==> config.mk <==
export PLATFORM = sky130hd
export DESIGN_NAME = instr_fetch
export DESIGN_NICKNAME = d
export VERILOG_FILES = /design/src/rtl/instr_fetch.sv
export SDC_FILE = /design/constraint.sdc
export NUM_CORES = 1
export LEC_CHECK = 0
export ABC_AREA = 1
export CAP_MARGIN = 10
export CORE_MARGIN = 2
export CORE_UTILIZATION = 44
export CTS_CLUSTER_DIAMETER = 60
export DETAILED_ROUTE_END_ITERATION = 8
export GPL_TIMING_DRIVEN = 0
export PLACE_DENSITY = 0.84
export SETUP_SLACK_MARGIN = 0.05
export SYNTH_ARGS = -nofsm -noshare
export SYNTH_HDL_FRONTEND = slang
export SYNTH_SLANG_ARGS = --single-unit
==> constraint.sdc <==
create_clock -name clk -period 1.9 [get_ports clk]
set_input_delay 0.285 -clock clk [delete_from_list [all_inputs] [get_ports clk]]
set_output_delay 0.285 -clock clk [all_outputs]
set_load 0.02 [all_outputs]
==> src/rtl/instr_fetch.sv <==
// Instruction fetch stage: program counter, synchronous ROM addressing, registered instruction/opcode.
// Optional RUN-cycle counter is built only when INSTR_FETCH_CYCLE_CNT_EN is defined.
module instr_fetch #(
    parameter int                 PC_W       = 10,
    parameter int                 INSTR_W    = 9,
    parameter logic [PC_W-1:0]    START_ADDR = '0,
    parameter logic [INSTR_W-1:0] HALT_INSTR = 9'h1FF
) (
    input  logic               clk,
    input  logic               rst_n,
    input  logic               start,
    input  logic               stall,
    input  logic               branch_taken,
    input  logic [PC_W-1:0]    branch_target,
    output logic [PC_W-1:0]    imem_addr,
    input  logic [INSTR_W-1:0] imem_rdata,
    output logic [INSTR_W-1:0] instr,
    output logic [2:0]         opcode,
    output logic [PC_W-1:0]    instr_pc,
    output logic               instr_valid,
    output logic               done,
    output logic [15:0]        cycle_count
);

    localparam logic [1:0] ST_IDLE = 2'd0;
    localparam logic [1:0] ST_RUN  = 2'd1;
    localparam logic [1:0] ST_DONE = 2'd2;

    logic [1:0]      state;
    logic [PC_W-1:0] pc;
    logic [PC_W-1:0] pc_inc;
    logic [PC_W-1:0] pc_next;
    logic            in_run;
    logic            enter_run;
    logic            do_branch;
    logic            do_halt;
    logic            do_fetch;

    // Saturating increment used by the optional cycle counter.
    function automatic logic [15:0] sat_inc(input logic [15:0] v);
        return (v == 16'hFFFF) ? v : v + 16'd1;
    endfunction

    assign in_run    = (state == ST_RUN);
    assign enter_run = ((state == ST_IDLE) || (state == ST_DONE)) && start;
    assign pc_inc    = pc + PC_W'(1);

    // Per-edge action priority while running: stall > branch > halt > advance.
    always_comb begin
        do_branch = 1'b0;
        do_halt   = 1'b0;
        do_fetch  = 1'b0;
        if (in_run && !stall) begin
            if (instr_valid && branch_taken)
                do_branch = 1'b1;
            else if (instr_valid && (instr == HALT_INSTR))
                do_halt = 1'b1;
            else
                do_fetch = 1'b1;
        end
    end

    always_comb begin
        pc_next = START_ADDR;
        if (in_run) begin
            if (stall || do_halt)
                pc_next = pc;
            else if (do_branch)
                pc_next = branch_target;
            else
                pc_next = pc_inc;
        end
    end

    // The ROM registers its address, so presenting pc_next makes imem_rdata track mem[pc].
    assign imem_addr = pc_next;
    assign opcode    = instr[INSTR_W-1 -: 3];

    always_ff @(posedge clk or negedge rst_n) begin
        if (!rst_n) begin
            state <= ST_IDLE;
            done  <= 1'b0;
        end else begin
            case (state)
                ST_IDLE: begin
                    if (start)
                        state <= ST_RUN;
                end
                ST_RUN: begin
                    if (do_halt) begin
                        state <= ST_DONE;
                        done  <= 1'b1;
                    end
                end
                ST_DONE: begin
                    if (start) begin
                        state <= ST_RUN;
                        done  <= 1'b0;
                    end
                end
                default: begin
                    state <= ST_IDLE;
                    done  <= 1'b0;
                end
            endcase
        end
    end

    always_ff @(posedge clk or negedge rst_n) begin
        if (!rst_n)
            pc <= START_ADDR;
        else
            pc <= pc_next;
    end

    // A branch or halt drops the word already in flight; the instruction register itself is held.
    always_ff @(posedge clk or negedge rst_n) begin
        if (!rst_n) begin
            instr       <= '0;
            instr_pc    <= '0;
            instr_valid <= 1'b0;
        end else if (do_fetch) begin
            instr       <= imem_rdata;
            instr_pc    <= pc;
            instr_valid <= 1'b1;
        end else if (do_branch || do_halt) begin
            instr_valid <= 1'b0;
        end
    end

`ifdef INSTR_FETCH_CYCLE_CNT_EN
    logic [15:0] cyc_cnt;

    // Counts every edge spent in RUN, stalls included; restarts on each entry into RUN.
    always_ff @(posedge clk or negedge rst_n) begin
        if (!rst_n)
            cyc_cnt <= 16'h0000;
        else if (enter_run)
            cyc_cnt <= 16'h0000;
        else if (in_run)
            cyc_cnt <= sat_inc(cyc_cnt);
    end

    assign cycle_count = cyc_cnt;
`else
    logic unused_cnt;
    assign unused_cnt  = enter_run & (sat_inc(16'h0000) == 16'h0000);
    assign cycle_count = 16'h0000;
`endif

endmodule

==> impl_summary.txt, run 1 <==
----------------------------------------------------
[Floorplan]
  Core Footprint ... 4058 µm²
  Starting utilization of the core area ... 46.59%
  IO Count ... 74
  Area of the die ... 4837 µm²
  Site Rows ... 23
  Die Span X ... a little under 70 µm
  Die height ... ~70 µm

[Global route]
  Total track usage ... 23.05%
  Final global-route overflow total ... 0
  Via count of the first global-routing pass ... 1878
  Antenna violations before repair ... 0
  Maximum number of pins on one net before global-route repair ... 34
  Wire length of the first global-routing pass ... 8.852 mm

[Logic synthesis]
  Mean area per synthesized cell ... 7.473 µm²
  Synth Instances ... between 200 and 300
  Sequential-to-total area share from yosys stat ... 43.68%
  FF+latch count, synth ... 33
  Mapped Area ... 1891 µm²
  Ys Warns ... 0
  Count of unique library cells instantiated by Yosys ... 27

[Place]
  DP Wirelength ... 3.442 mm
  Number of port buffers ... 57
  Final Wtd Congestion ... 0.8602

[Timing]
  Tightest Pin Transition ... around 0.76 ns
  Final critical path time including I/O delays and setup ... 2.053 ns
  Tightest hold margin ... ~0.067 ns
  Fin. max-slew vios ... 0
  Worst clock skew ... 0.003038 ns
  Crit share post-route ... 108.0%
  Total Negative Setup Slacks ... -1.163 ns
  Final Hold Fails ... 0
  # setup viols final ... 10
  Relative max-transition margin ... 49.53%
  Peak clock frequency supported by timing ... 0.4872 GHz
  Post-route setup slack ... -0.1527 ns
  Unrepaired setup endpoints after global routing ... true

[Critical path]
  Startpoint Class ... input pin
  Worst path bufs/invs ... 4
  Critical path class ... input pin to output pin
  Cells traversed along the worst timing path ... dlygate4sd2_1 -> inv_2 -> nand3_4 -> inv_4 -> nand2_1 -> nor2_4 -> nor2_4 -> nand2_1 -> nor2_1 -> nor2_2 -> buf_4
  Cell type of the slowest stage on the worst timing path ... dlygate4sd2_1
  Highest fanout seen on the critical path ... 5
  CP arrival ... between 1.5 and 2 ns
  Crit path capture type ... output pin
  Top delay family on crit path ... simple AND/OR/NAND/NOR gates
  Data required time at the worst endpoint ... between 1.5 and 2 ns
  Critical path's largest stage delay ... 0.36 ns

[Final layout]
  Share of layout cells above drive strength 1 ... between 30% and 40%
  Final Net Count ... a little under 400
  Diodes inserted ... 0
  Filler Cell Count ... 276
  Layout overhead on the synthesized area ... 65.45%

[Route]
  Total number of vias ... 2139
  Residual antenna-violating net count after detailed routing ... 0
  Count of unresolved DRC violations after routing ... 0
  Final Routed Wirelength ... 6.091 mm
  Iter 0 DRT Violations ... ~180
  Detailed Routing Iterations Pass 1 ... 5
  Vias per inst ... 5.069
  Per-cell routed wire length ... roughly 14 µm

[CTS]
  Bufs on Longest Clock Path ... 2
  Clock buffers created by TritonCTS ... 5
  Total number of H-tree levels ... 2
  Clock insertion delay at the later pin of the skew report ... about 0.29 ns
  Hold_buf cts ... 0
  # clock sinks ... 33
  Clock transition at the register clock pins on the worst setup and hold paths after CTS ... 0.06 ns
  Root Buffer Master ... clkbuf_8
  CTS tree ... done

[Run status]
  Result of the run ... finished with violations
  Failing checks ... negative setup slack

[Power]
  Switch share ... about two fifths
  Power share of the sequential group ... ~30%
  Comb pwr share ... 54.2%
  Switching component of the power ... 1.416 mW
  Worst voltage drop across the vdd grid ... ~0.82 mV
  Leakage ... 1.584 nW
  Relative contribution of the clock network to total power ... between 10% and 20%
  Power density normalized to cell area ... around 1100 nW/µm²
  Internal ... between 2 and 2.5 mW

[Flow run]
  Max_cap viols ... 0

[Worst hold path]
  Hold WC Path Type ... input pin to async pin

----------------------------------------------------
-- layer usage --
metal	GRT usage, %	routed length, µm	vias up
li1	-	-	1002
met3	3.779	481	23
met2	37.50	3081	115
met4	9.150	148	0
met1	30.64	2380	999
met5	0	0	-
-- power by group through the flow --
stage,Combinational (mW),Clock (mW),Sequential (mW)
3_3_place_gp,1.38,0,1.08
3_5_place_dp,1.40,0,1.09
5_1_grt,2.01,0.571,1.09
4_1_cts,1.65,0.535,1.05
6_report,1.89,0.532,1.07
2_1_floorplan,0.667,0,1.20
-- cells in the mapped netlist --
library cell | number | share of area [%]
nand2_4 | 3 | 1.8
xor2_1 | 1 | 0.46
o21ai_0 | 16 | 4.2
ha_1 | 1 | 0.66
buf_2 | 2 | 0.53
inv_4 | 1 | 0.33
nand3_1 | 19 | 5.0
buf_6 | 2 | 1.2
nor2_2 | 3 | 0.99
buf_4 | 19 | 7.5
nor2_4 | 1 | 0.60
nand3_2 | 1 | 0.53
inv_1 | 18 | 3.6
o22ai_1 | 1 | 0.33
conb_1 | 1 | 0.20
dfrtp_1 | 33 | 44
nor2_1 | 28 | 5.6
a21oi_1 | 4 | 1.1
or2_0 | 1 | 0.33
clkbuf_1 | 1 | 0.20
nand3_4 | 1 | 0.93
nand4_1 | 2 | 0.66
or2_2 | 4 | 1.3
o21ai_1 | 3 | 0.79
o31ai_1 | 1 | 0.40
nand2_1 | 85 | 17
inv_2 | 1 | 0.20
-- final timing paths --
path | start | to | slack, ns | depth (start not counted)
worst max-delay path | stall | imem_addr[9] | -0.15 | 11
worst min-delay path | rst_n | instr[2] | 0.07 | 1
worst max register to register | state[1] | pc[4] | 0.23 | 10
worst min register to register | instr_pc[2] | instr_pc[2] | 0.48 | 2
max in group asynchronous | rst_n | pc[5] | 1.31 | 1
min in group clk | instr_pc[2] | instr_pc[2] | 0.48 | 2
-- sequential cells by signal, summed over array words and instances, names as in the netlist --
signal	count
instr_valid	1
instr	9
instr_pc	10
done	1
pc	10
state	2
-- logic make-up after synthesis --
family	after synthesis	share of synthesized area, %
flip-flops	33	43.68
AO/OA/AOI/OAI	25	6.817
XOR/XNOR	1	0.4634
buffers and inverters	44	13.57
adder cells (fa/ha/maj)	1	0.6617
other	1	0.1984
AND/OR/NAND/NOR	148	34.61
-- timing repair --
action | CTS | global route
gates resized for setup | 95 | 22
pin swaps | 18 | 16
hold endpoints to repair | 0 | 0
setup buffers | 25 | 12
cloned | 3 | 0
setup endpoints to repair | 10 | 10
-- layout make-up --
class,instances,area (µm²),area share (%)
Inverter,20,80.08,2.560
Multi-Input combinational cell,193,1042,33.32
Clock buffer,7,86.33,2.760
Timing Repair Buffer,95,849.6,27.16
Buffer,24,178.9,5.720
Sequential cell,33,828.3,26.48
Tap cell,50,62.56,2.000
-- cell usage in the layout (no fill, tap or decap), types with 3 or more instances in the layout --
master,netlist,final
nor2_2,3,11
dfrtp_1,33,31
clkbuf_8,0,6
or2_2,4,3
nand2_4,3,3
buf_4,19,60
nand3_4,1,3
nor2_1,28,12
nand2_1,85,78
nand3_1,19,17
buf_2,2,3
o21ai_0,16,13
o21ai_2,0,3
nor2_4,1,10
inv_2,1,6
conb_1,1,16
inv_1,18,12
buf_6,2,9
clkdlybuf4s50_1,0,44
nand2_2,0,7
o21ai_1,3,3
-- per-stage QoR --
stage          setup WS [ns]  util, %  power, mW  instance area [µm²]  instances
5_1_grt              -0.2568    77.09      3.674                 3128        422
3_3_place_gp         -0.7315    63.58      2.463                 2580        375
3_5_place_dp         -0.7876    63.46      2.487                 2575        375
6_report             -0.1527    77.09      3.487                 3128        422
4_1_cts             -0.09005    73.27      3.239                 2973        410
2_1_floorplan        0.07296        -      1.870                 1947        268
Note: power is estimated with default switching activity, not from simulation.
==> run 2: changes to the inputs <==
--- a/config.mk
+++ b/config.mk
@@ -8,11 +8,12 @@
 export ABC_AREA = 1
 export CAP_MARGIN = 10
 export CORE_MARGIN = 2
-export CORE_UTILIZATION = 44
+export CORE_UTILIZATION = 45
 export CTS_CLUSTER_DIAMETER = 60
 export DETAILED_ROUTE_END_ITERATION = 8
+export DONT_BUFFER_PORTS = 1
 export GPL_TIMING_DRIVEN = 0
-export PLACE_DENSITY = 0.84
+export PLACE_DENSITY = 0.63
 export SETUP_SLACK_MARGIN = 0.05
 export SYNTH_ARGS = -nofsm -noshare
 export SYNTH_HDL_FRONTEND = slang
==> impl_summary.txt, run 2 (same netlist as run 1, synthesis figures left out) <==
----------------------------------------------------
[Final layout]
  Largest registers in the final layout ... instr_pc x10, pc x10, instr x9
  Filler Cell Count ... 362 (+31%)
  Most common cell after layout, fill and taps aside ... nand2_1
  Most used cells in the layout excluding fill and tap cells ... 72 x nand2_1, 33 x buf_4, 18 x nor2_4, 18 x dfrtp_1
  Cell area after layout ... 2561 µm² (-18%)
  Final Net Count ... 320 (-19%)
  Combined area of the multi-input logic cells ... 1134 µm² (+8.8%)
  Layout overhead on the synthesized area ... 35.47%
  Share of layout cells above drive strength 1 ... 43.73% (+7.7 points)
  Diodes inserted ... 0 (unchanged)
  Final design utilization ... 63.57% (-14 points)
  Area taken by flip-flops and latches ... 844.6 µm² (+2.0%)

[Route]
  Total number of vias ... 1748 (-18%)
  Final Routed Wirelength ... 4.954 mm (-19%)
  Detailed Routing Iterations Pass 1 ... 4 (-1)
  Per-cell routed wire length ... 14.36 µm (-0.51%)
  Iter 0 DRT Violations ... 118 (-34%)
  Residual antenna-violating net count after detailed routing ... 0 (unchanged)
  Count of unresolved DRC violations after routing ... 0 (unchanged)
  Vias per inst ... 5.067 (about the same)

[Timing]
  Unrepaired setup endpoints after global routing ... true
  # setup viols final ... 10 (unchanged)
  Total Negative Setup Slacks ... -0.3725 ns (+0.7909 ns)
  Crit share post-route ... 102.8% (-5.3 points)
  Worst clock skew ... 0.01081 ns (+0.007771 ns)
  Post-route setup slack ... -0.05276 ns (+0.09989 ns)
  Final critical path time including I/O delays and setup ... 1.953 ns (-0.09989 ns)
  Fin. max-slew vios ... 0 (unchanged)
  Final Hold Fails ... 0 (unchanged)
  Peak clock frequency supported by timing ... 0.5121 GHz (+5.1%)

[Critical path]
  Startpoint Class ... flip-flop
  Crit path capture type ... output pin
  Critical path class ... flip-flop to output pin
  Data required time at the worst endpoint ... 1.62 ns (about the same)
  CP arrival ... 1.67 ns (-0.10 ns)
  Setup slack of the worst register-to-register path ... 0.27 ns (+0.04 ns)
  Highest fanout seen on the critical path ... 5 (unchanged)

[Flow run]
  Max_cap viols ... 0 (unchanged)

[Floorplan]
  Area of the die ... 4736 µm² (-2.1%)
  IO Count ... 74 (unchanged)
  Site Rows ... 23 (unchanged)
  Die height ... 68.82 µm (-1.1%)
  Die Span X ... 68.82 µm (-1.1%)
  Starting utilization of the core area ... 46.93% (+0.33 points)
  Core Footprint ... 4029 µm² (-0.71%)

[Global route]
  Antenna violations before repair ... 0 (unchanged)
  Final global-route overflow total ... 0 (unchanged)
  Total track usage ... 22.26% (-0.78 points)
  Maximum number of pins on one net before global-route repair ... 34 (unchanged)
  Via count of the first global-routing pass ... 1605 (-15%)
  Wire length of the first global-routing pass ... 7.700 mm (-13%)

[Run status]
  Result of the run ... finished with violations
  Failing checks ... negative setup slack

[Place]
  Final Wtd Congestion ... 0.8820 (+2.5%)
  DP Wirelength ... 3.174 mm (-7.8%)
  Placed cell area ... 2009 µm² (-22%)
  Number of port buffers ... 0 (-100%)

[CTS]
  Clock insertion delay at the later pin of the skew report ... 0.29 ns (about the same)
  Total number of H-tree levels ... 2 (unchanged)
  Clock transition at the register clock pins on the worst setup and hold paths after CTS ... 0.07 ns (about the same)
  Root Buffer Master ... clkbuf_8
  # clock sinks ... 33 (unchanged)
  Bufs on Longest Clock Path ... 2 (unchanged)
  CTS tree ... done
  Clock buffers created by TritonCTS ... 5 (unchanged)

[Worst hold path]
  Hold WC Path Type ... input pin to flip-flop

[Power]
  Overall power after layout ... 3.077 mW (-12%)
  Leakage ... 1.289 nW (-19%)
  Worst voltage drop across the vdd grid ... 0.5994 mV (-27%)
  Power density normalized to cell area ... 1201 nW/µm² (+7.7%)

----------------------------------------------------
[run 2: what timing repair did]
| action | in CTS | in global routing |
|---|---|---|
| pin swaps | 19 | 28 |
| gates cloned | 3 | 0 |
| setup buffers | 9 | 6 |
| endpoints found under the hold margin | 33 | 0 |
| endpoints found under the setup margin | 18 | 10 |
| resized for setup | 61 | 36 |
| hold buffers | 2 | 0 |
[run 2: path summary, 6_finish.rpt]
path,start,end,cells after the start
setup / recovery,instr_valid,imem_addr[9],8
hold / removal,start,state[1],1
setup reg to reg,instr_valid,instr[1],9
hold reg to reg,instr[5],instr[5],2
max in group asynchronous,rst_n,pc[5],2
min in group asynchronous,rst_n,instr[0],2
[run 2: area by class of cell]
cell class | count | area share (%)
multi-input combinational | 193 | 44.26
sequential | 33 | 32.98
buffer | 24 | 6.986
timing repair buffer | 18 | 6.155
inverter | 20 | 3.127
clock buffer | 5 | 2.687
tap | 50 | 2.443
clock inverter | 2 | 1.368
[run 2: stage by stage]
stage	instances	worst slack, ns	hold slack [ns]
2_1_floorplan	268	0.07296	-0.01059
3_3_place_gp	318	-0.2141	-0.009361
3_5_place_dp	318	-0.2325	-0.009546
4_1_cts	339	-0.04698	0.07234
5_1_grt	345	-0.1328	0.07192
6_report	345	-0.05276	0.06884
[run 2: power breakdown]
group	leakage [nW]	total [mW]	internal (mW)	switching, mW
Sequential	0.383	1.28	0.914	0.370
Clock	0.0540	0.642	0.381	0.261
Combinational	0.852	1.15	0.429	0.721
[run 2: critical path: stages, from the launching register on]
cell	delay [ns]
dfrtp_2	0.50
nand2_4	0.14
inv_4	0.06
nor2_4	0.13
nand3_4	0.13
nand2_2	0.16
nand2_1	0.07
nand2_1	0.11
nor2_4	0.07
[run 2: layer usage]
metal  track usage (%)  up-vias  routed length [µm]
met5                 0        -                   0
met4             9.559        0                  82
met3             6.656       10                 490
met2             34.01       76                2389
met1             29.21      817                1991
li1                  -      845                   -
==> edit 1, RTL diff (flow settings as in run 1) <==
Add a define of `INSTR_FETCH_CYCLE_CNT_EN`.
--- a/src/rtl/instr_fetch.sv
+++ b/src/rtl/instr_fetch.sv
@@ -1,4 +1,6 @@
 // Instruction fetch stage: program counter, synchronous ROM addressing, registered instruction/opcode.
 // Optional RUN-cycle counter is built only when INSTR_FETCH_CYCLE_CNT_EN is defined.
+`define INSTR_FETCH_CYCLE_CNT_EN
+
 module instr_fetch #(
     parameter int                 PC_W       = 10,
Formal check against the unedited RTL: not equivalent (Yosys sat finds a counterexample within 4 cycles, from zero or initial values and one cycle with rst_n low).
==> edit 1 against run 1 <==
  * The run still ends with negative setup slack left
  * Area after synthesis grew 50%
  * Count of clock-buffer cells in the layout unchanged
  * Combinational power grew 14%
  * Critical path depth decreased by 2
  * Total power increased by 25%
  * Fmax decreased by 3.3%
  * Sequential cell count increased by 16
  * Final area is 32% higher
  * Non-clock buffer count shrank 9
  * Largest power group unchanged
  * Register-to-register slack better by 0.02 ns
  * Utilization fell by 12 points
  * Worst setup slack got worse by 0.070 ns
  * Routed wire length grew 29%
==> edit 1: results (changes against run 1) <==
INFO  metric xor_and_xnor_fraction_of_the_mapped_netlist_area = 2.156% (+1.7 points)
INFO  metric cpMaxStageDelayCell = dfrtp_1
INFO  metric numCtsBuffers = 5 (unchanged)
INFO  metric clock_root_buffer = clkbuf_8
INFO  metric ctsLongestPathBuffers = 2 (unchanged)
INFO  metric switching_power = 1.795 mW (+27%)
INFO  metric cts_htree_levels = 2 (unchanged)
INFO  metric clock_skew = 0.006632 ns (+0.003594 ns)
INFO  metric wirelength = 7.858 mm (+29%)
INFO  metric ir_worst_vdd = 0.7107 mV (-13%)
INFO  metric holdCritPathClass = input pin to asynchronous set/reset pin
INFO  metric detailedPlacementHpwl = 5.280 mm (+53%)
INFO  metric postLayoutSetupSlackWorst = -0.2227 ns (-0.07003 ns)
INFO  metric largest_net_degree_at_the_start_of_global_routing = 33 (-2.9%)
INFO  metric post_layout_nonfiller_instances = 563 (+33%)
INFO  metric grt_pass1_vias = 2774 (+48%)
INFO  metric flip_flop_count_of_the_largest_register_after_layout = 16
INFO  metric place_ws = -0.8162 ns (-0.02859 ns)
INFO  metric clk_latency = approximately 0.3 ns
INFO  metric vias_per_cell = 5.224 (+3.1%)
INFO  metric antenna_found_initial = 0 (unchanged)
INFO  metric synth_cell_types = 30 (+11%)
INFO  metric gp_routability_congestion = 0.8943 (+4.0%)
INFO  metric worst_pin_slew = 0.6157 ns (-0.1414 ns)
INFO  metric run_status = finished, violations left
INFO  metric clk_pin_slew_worst_paths = 0.09 ns (+0.03 ns)
INFO  metric synth.top_cells.by_count = nand2_1 (139), dfrtp_1 (49), nor2_1 (43)
INFO  metric synth_mux_area_share = 0% (unchanged)
INFO  metric synthesized_area_fraction_occupied_by_adder_cells = 0.8799% (+0.22 points)
INFO  metric leakage = 1.933 nW (+22%)
INFO  metric filler_cell_count = 516 (+87%)
INFO  metric drt_iter0_markers = 195 (+8.9%)
INFO  metric seq_area_frac_synth = 43.11% (-0.56 points)
INFO  metric grtUsageTotal = 21.57% (-1.5 points)
INFO  metric ys_warn_count = 0 (unchanged)
INFO  metric layout_cells_sized_above_1 = 25.10% (-11 points)
INFO  metric synth-compound-area-share = 7.699% (+0.88 points)
INFO  metric drt_pass1_iterations = 5 (unchanged)
INFO  metric post_synth_main_area_contributors = dfrtp_1 (43%), nand2_1 (18%), nand3_1 (6.5%)
INFO  metric report.final.slew_viol_count = 0 (unchanged)
INFO  metric setup_viol = 10 (unchanged)
INFO  metric totalNegativeSetupSlack = -1.730 ns (-0.5669 ns)
INFO  metric critical_path.max_stage_delay = 0.40 ns (+0.04 ns)
INFO  metric grt_pass1_wl = 12.46 mm (+41%)
INFO  metric layout.nets = 512 (+29%)
INFO  metric place.port_buffers = 73 (+28%)
INFO  metric cell_count_after_placement = 531 (+42%)
INFO  metric critical_path_peak_fanout = 4 (-1)
INFO  metric crit_path_dat = 1.84 ns (+0.07 ns)
INFO  metric failed_checks = negative setup slack
INFO  metric ys_dominant_reg_cell = dfrtp_1
INFO  metric syn_avg_cell_area = 7.484 µm² (+0.15%)
edit 1: changes by cell type after synthesis, sizes merged, moves of 2 or more:
cell and delta:
xor2 +4, nand2 +58, nor2 +19, o21ai +7, buf -13, xnor2 +2
o21bai +2, dfrtp +16, nand3 +17, nor3 +2, inv +4, or2 +3
nand4 +5
edit 1: per-layer routing:
layer	global-route usage [%]	vias up	wire length, µm
met5	0	-	0
met4	10.39	0	282
met3	4.130	30	534
met2	36.44	135	3924
met1	26.59	1358	3116
li1	-	1418	-
edit 1: path summary, 6_finish.rpt:
path                           startpoint         endpoint  slack [ns]  depth (start not counted)
min reg2reg                   instr_pc[6]      instr_pc[6]        0.49                          2
min                                 rst_n      instr_pc[2]        0.45                          2
min in group clk              instr_pc[6]      instr_pc[6]        0.49                          2
max in group asynchronous           rst_n         state[1]        0.91                          3
max                              instr[6]     imem_addr[9]       -0.22                          9
max reg2reg                cycle_count[0]  cycle_count[10]        0.25                         10
edit 1: cell families (layout without fill, tap and decap cells):
logic type / after synthesis / count (layout)
simple gates: 253 / 254
flops: 49 / 49
compound gates: 33 / 33
fa+ha+maj: 2 / 2
xor+xnor: 7 / 7
buf+inv: 36 / 141
edit 1: power groups by stage:
stage | Sequential, mW | Combinational, mW | Clock [mW]
2_1_floorplan | 1.80 | 0.857 | 0
3_3_place_gp | 1.60 | 1.83 | 0
3_5_place_dp | 1.61 | 1.88 | 0
4_1_cts | 1.58 | 2.01 | 0.628
5_1_grt | 1.65 | 2.33 | 0.675
6_report | 1.61 | 2.15 | 0.613
edit 1: critical path: cells and delay by family, from the launching register on:
kind	cells	cell delay, ns
simple gates	8	0.97
flops	1	0.40
buf+inv	1	0.18
edit 1: final cells by class:
cell class,count,area share (%)
Tap cell,77,2.332
Timing Repair Buffer,98,22.32
Multi-Input combinational cell,296,38.86
Inverter,24,2.180
Clock buffer,7,2.090
Sequential cell,49,29.77
Buffer,12,2.453
edit 1: timing repair:
action	in CTS	in global routing
pin swaps	16	16
hold buffers	1	0
endpoints found under the hold margin	17	0
gates cloned	3	0
gates resized for setup	84	28
buffers inserted	13	8
endpoints found under the setup margin	10	16
edit 1: metrics by stage:
step | util (%) | total power, mW | cell area (µm²)
after global routing | 65.44 | 4.661 | 4131
after CTS | 62.78 | 4.222 | 3964
after floorplan | - | 2.655 | 2844
final | 65.44 | 4.375 | 4131
after detailed placement | 58.38 | 3.485 | 3686
after global placement | 58.15 | 3.425 | 3671
==> edit 2, RTL diff (settings of run 1) <==
Without the edit above. Add an input register stage for `branch_target`, without a reset; this delays it by one clock. The other inputs are not delayed to match.
--- a/src/rtl/instr_fetch.sv
+++ b/src/rtl/instr_fetch.sv
@@ -26,4 +26,10 @@
     localparam logic [1:0] ST_RUN  = 2'd1;
     localparam logic [1:0] ST_DONE = 2'd2;
+
+    logic [PC_W-1:0] branch_target_q;
+
+    always_ff @(posedge clk) begin
+        branch_target_q <= branch_target;
+    end
 
     logic [1:0]      state;
@@ -67,5 +73,5 @@
                 pc_next = pc;
             else if (do_branch)
-                pc_next = branch_target;
+                pc_next = branch_target_q;
             else
                 pc_next = pc_inc;
Check against the original RTL: not equivalent (a bounded check fails within 4 cycles, from zero or initial values and one cycle with rst_n low).
==> edit 2 against run 1 <==
  * The run still ends with negative setup slack left
  * Area after synthesis rose by 11%
  * Sequential cell count rose by 10
  * Worst setup slack got worse by 0.049 ns
  * Combinational power fell by 12%
  * Routed wire length fell by 2.3%
  * Final area rose by 4.5%
  * Total power rose by 2.1%
  * Sequential share of layout area rose by 5.0 points
  * Utilization fell by 7.0 points
  * Critical path type is now flop to primary output
  * Critical endpoint is now imem_addr[8]
  * Highest routed layer unchanged
==> edit 2: results (changes against run 1) <==
INFO  metric run_status = finished, violations left
INFO  metric failed_checks = negative setup slack
INFO  metric hold_slack = 0.03966 ns (-0.02751 ns)
INFO  metric route.layer.met1.wl = 2.336 mm (-1.8%)
INFO  metric critical_path_peak_fanout = 9 (+4)
INFO  metric cpMaxStageDelayCell = dfrtp_1
INFO  metric grtUsageTotal = 20.42% (-2.6 points)
INFO  metric syn_avg_cell_area = 7.942 µm² (+6.3%)
INFO  metric use_met3 = 3.177% (-0.60 points)
INFO  metric r2r_setup_slack = 0.19 ns (-0.04 ns)
INFO  metric layout_cells_sized_above_1 = 32.44% (-3.6 points)
INFO  metric r2r.worst_path.cells = 11 (+1)
INFO  metric grt_pass1_wl = 8.604 mm (-2.8%)
INFO  metric synth_cell_types = 28 (+3.7%)
INFO  metric cell_count_after_placement = 391 (+4.3%)
INFO  metric synth.top_cells.by_count = nand2_1 (87), dfrtp_1 (33), nor2_1 (28)
INFO  metric totalNegativeSetupSlack = -1.617 ns (-0.4533 ns)
INFO  metric setup_viol = 10 (unchanged)
INFO  metric clock_skew = 0.01101 ns (+0.007970 ns)
INFO  metric worst_r2r_startpoint = instr_valid
INFO  metric place_ws = -0.7330 ns (+0.05453 ns)
INFO  metric cell_internal_pwr = 2.172 mW (+4.8%)
INFO  metric gp_routability_congestion = 0.8859 (+3.0%)
INFO  metric post_synth_main_area_contributors = dfrtp_1 (39%), nand2_1 (16%), dfxtp_1 (9.5%)
INFO  metric seqPwrFrac = 35.5% (+4.9 points)
INFO  metric grt_util_met2 = 34.23% (-3.3 points)
INFO  metric p_comb = 1.67 mW (-12%)
INFO  metric grt_pass1_vias = 1884 (+0.32%)
INFO  metric met3_wirelength = 394 µm (-18%)
INFO  metric global_route_met1_utilization = 26.98% (-3.7 points)
INFO  metric ir_worst_vdd = 0.7562 mV (-7.8%)
INFO  metric cellPowerDensity = 1090 nW/µm² (-2.3%)
INFO  metric postLayoutSetupSlackWorst = -0.2019 ns (-0.04929 ns)
INFO  metric leakage = 1.657 nW (+4.6%)
INFO  metric largest_registers = branch_target_q: 10 flops, instr_pc: 10 flops, pc: 10 flops
INFO  metric synthArstFlopShare = 76.74% (-23 points)
INFO  metric critical_path.max_stage_delay = 0.42 ns (+0.06 ns)
==> edit 2: cell types whose count changed in the layout (fill, tap and decap cells not counted), sizes merged <==
| cell | run 1 | this run |
|---|---|---|
| dfxtp | 0 | 10 |
| clkbuf | 8 | 9 |
| dlygate4sd2 | 2 | 1 |
| inv | 20 | 21 |
| nand2 | 89 | 91 |
| o31ai | 1 | 0 |
| clkdlybuf4s50 | 44 | 45 |
| or2 | 5 | 4 |
| buf | 72 | 61 |
==> edit 2: cells by family after synthesis <==
family | share of synthesized area [%]
buffers and inverters | 12.07
AND/OR/NAND/NOR | 32.05
AO/OA/AOI/OAI | 5.945
flip-flops | 48.75
other | 0.1782
adder cells (fa/ha/maj) | 0.5944
XOR/XNOR | 0.4162
==> edit 2: area by class of cell <==
cell class | instances | area (µm²)
fillers | 333 | 1393
multi-input cells | 193 | 1035
plain buffers | 24 | 175.2
repair buffers | 84 | 779.5
clock buffers | 8 | 100.1
well taps | 54 | 67.56
flip-flops and latches | 43 | 1030
inverters | 21 | 81.33
==> edit 2: what timing repair did <==
item,CTS,global route
pin swaps,14,21
hold endpoints to repair,0,0
buffers inserted,17,9
setup endpoints to repair,10,10
resized for setup,73,40
gates cloned,1,1
==> edit 2: worst max path at each step <==
stage	from	endpoint	slack, ns	cells past startpoint
2_1_floorplan	instr[6]	imem_addr[8]	0.12	8
3_3_place_gp	stall	imem_addr[8]	-0.74	12
3_5_place_dp	stall	imem_addr[8]	-0.73	12
4_1_cts	state[1]	imem_addr[8]	-0.1	11
5_1_grt	instr[7]	imem_addr[9]	-0.29	9
6_report	instr_valid	imem_addr[8]	-0.20	9
==> edit 2: worst reg2reg max path: cells and delay by family (launching register included) <==
kind / cells / cell delay [ns]
and+or+nand+nor: 5 / 0.43
DFF: 1 / 0.43
buffers and inverters: 6 / 0.73
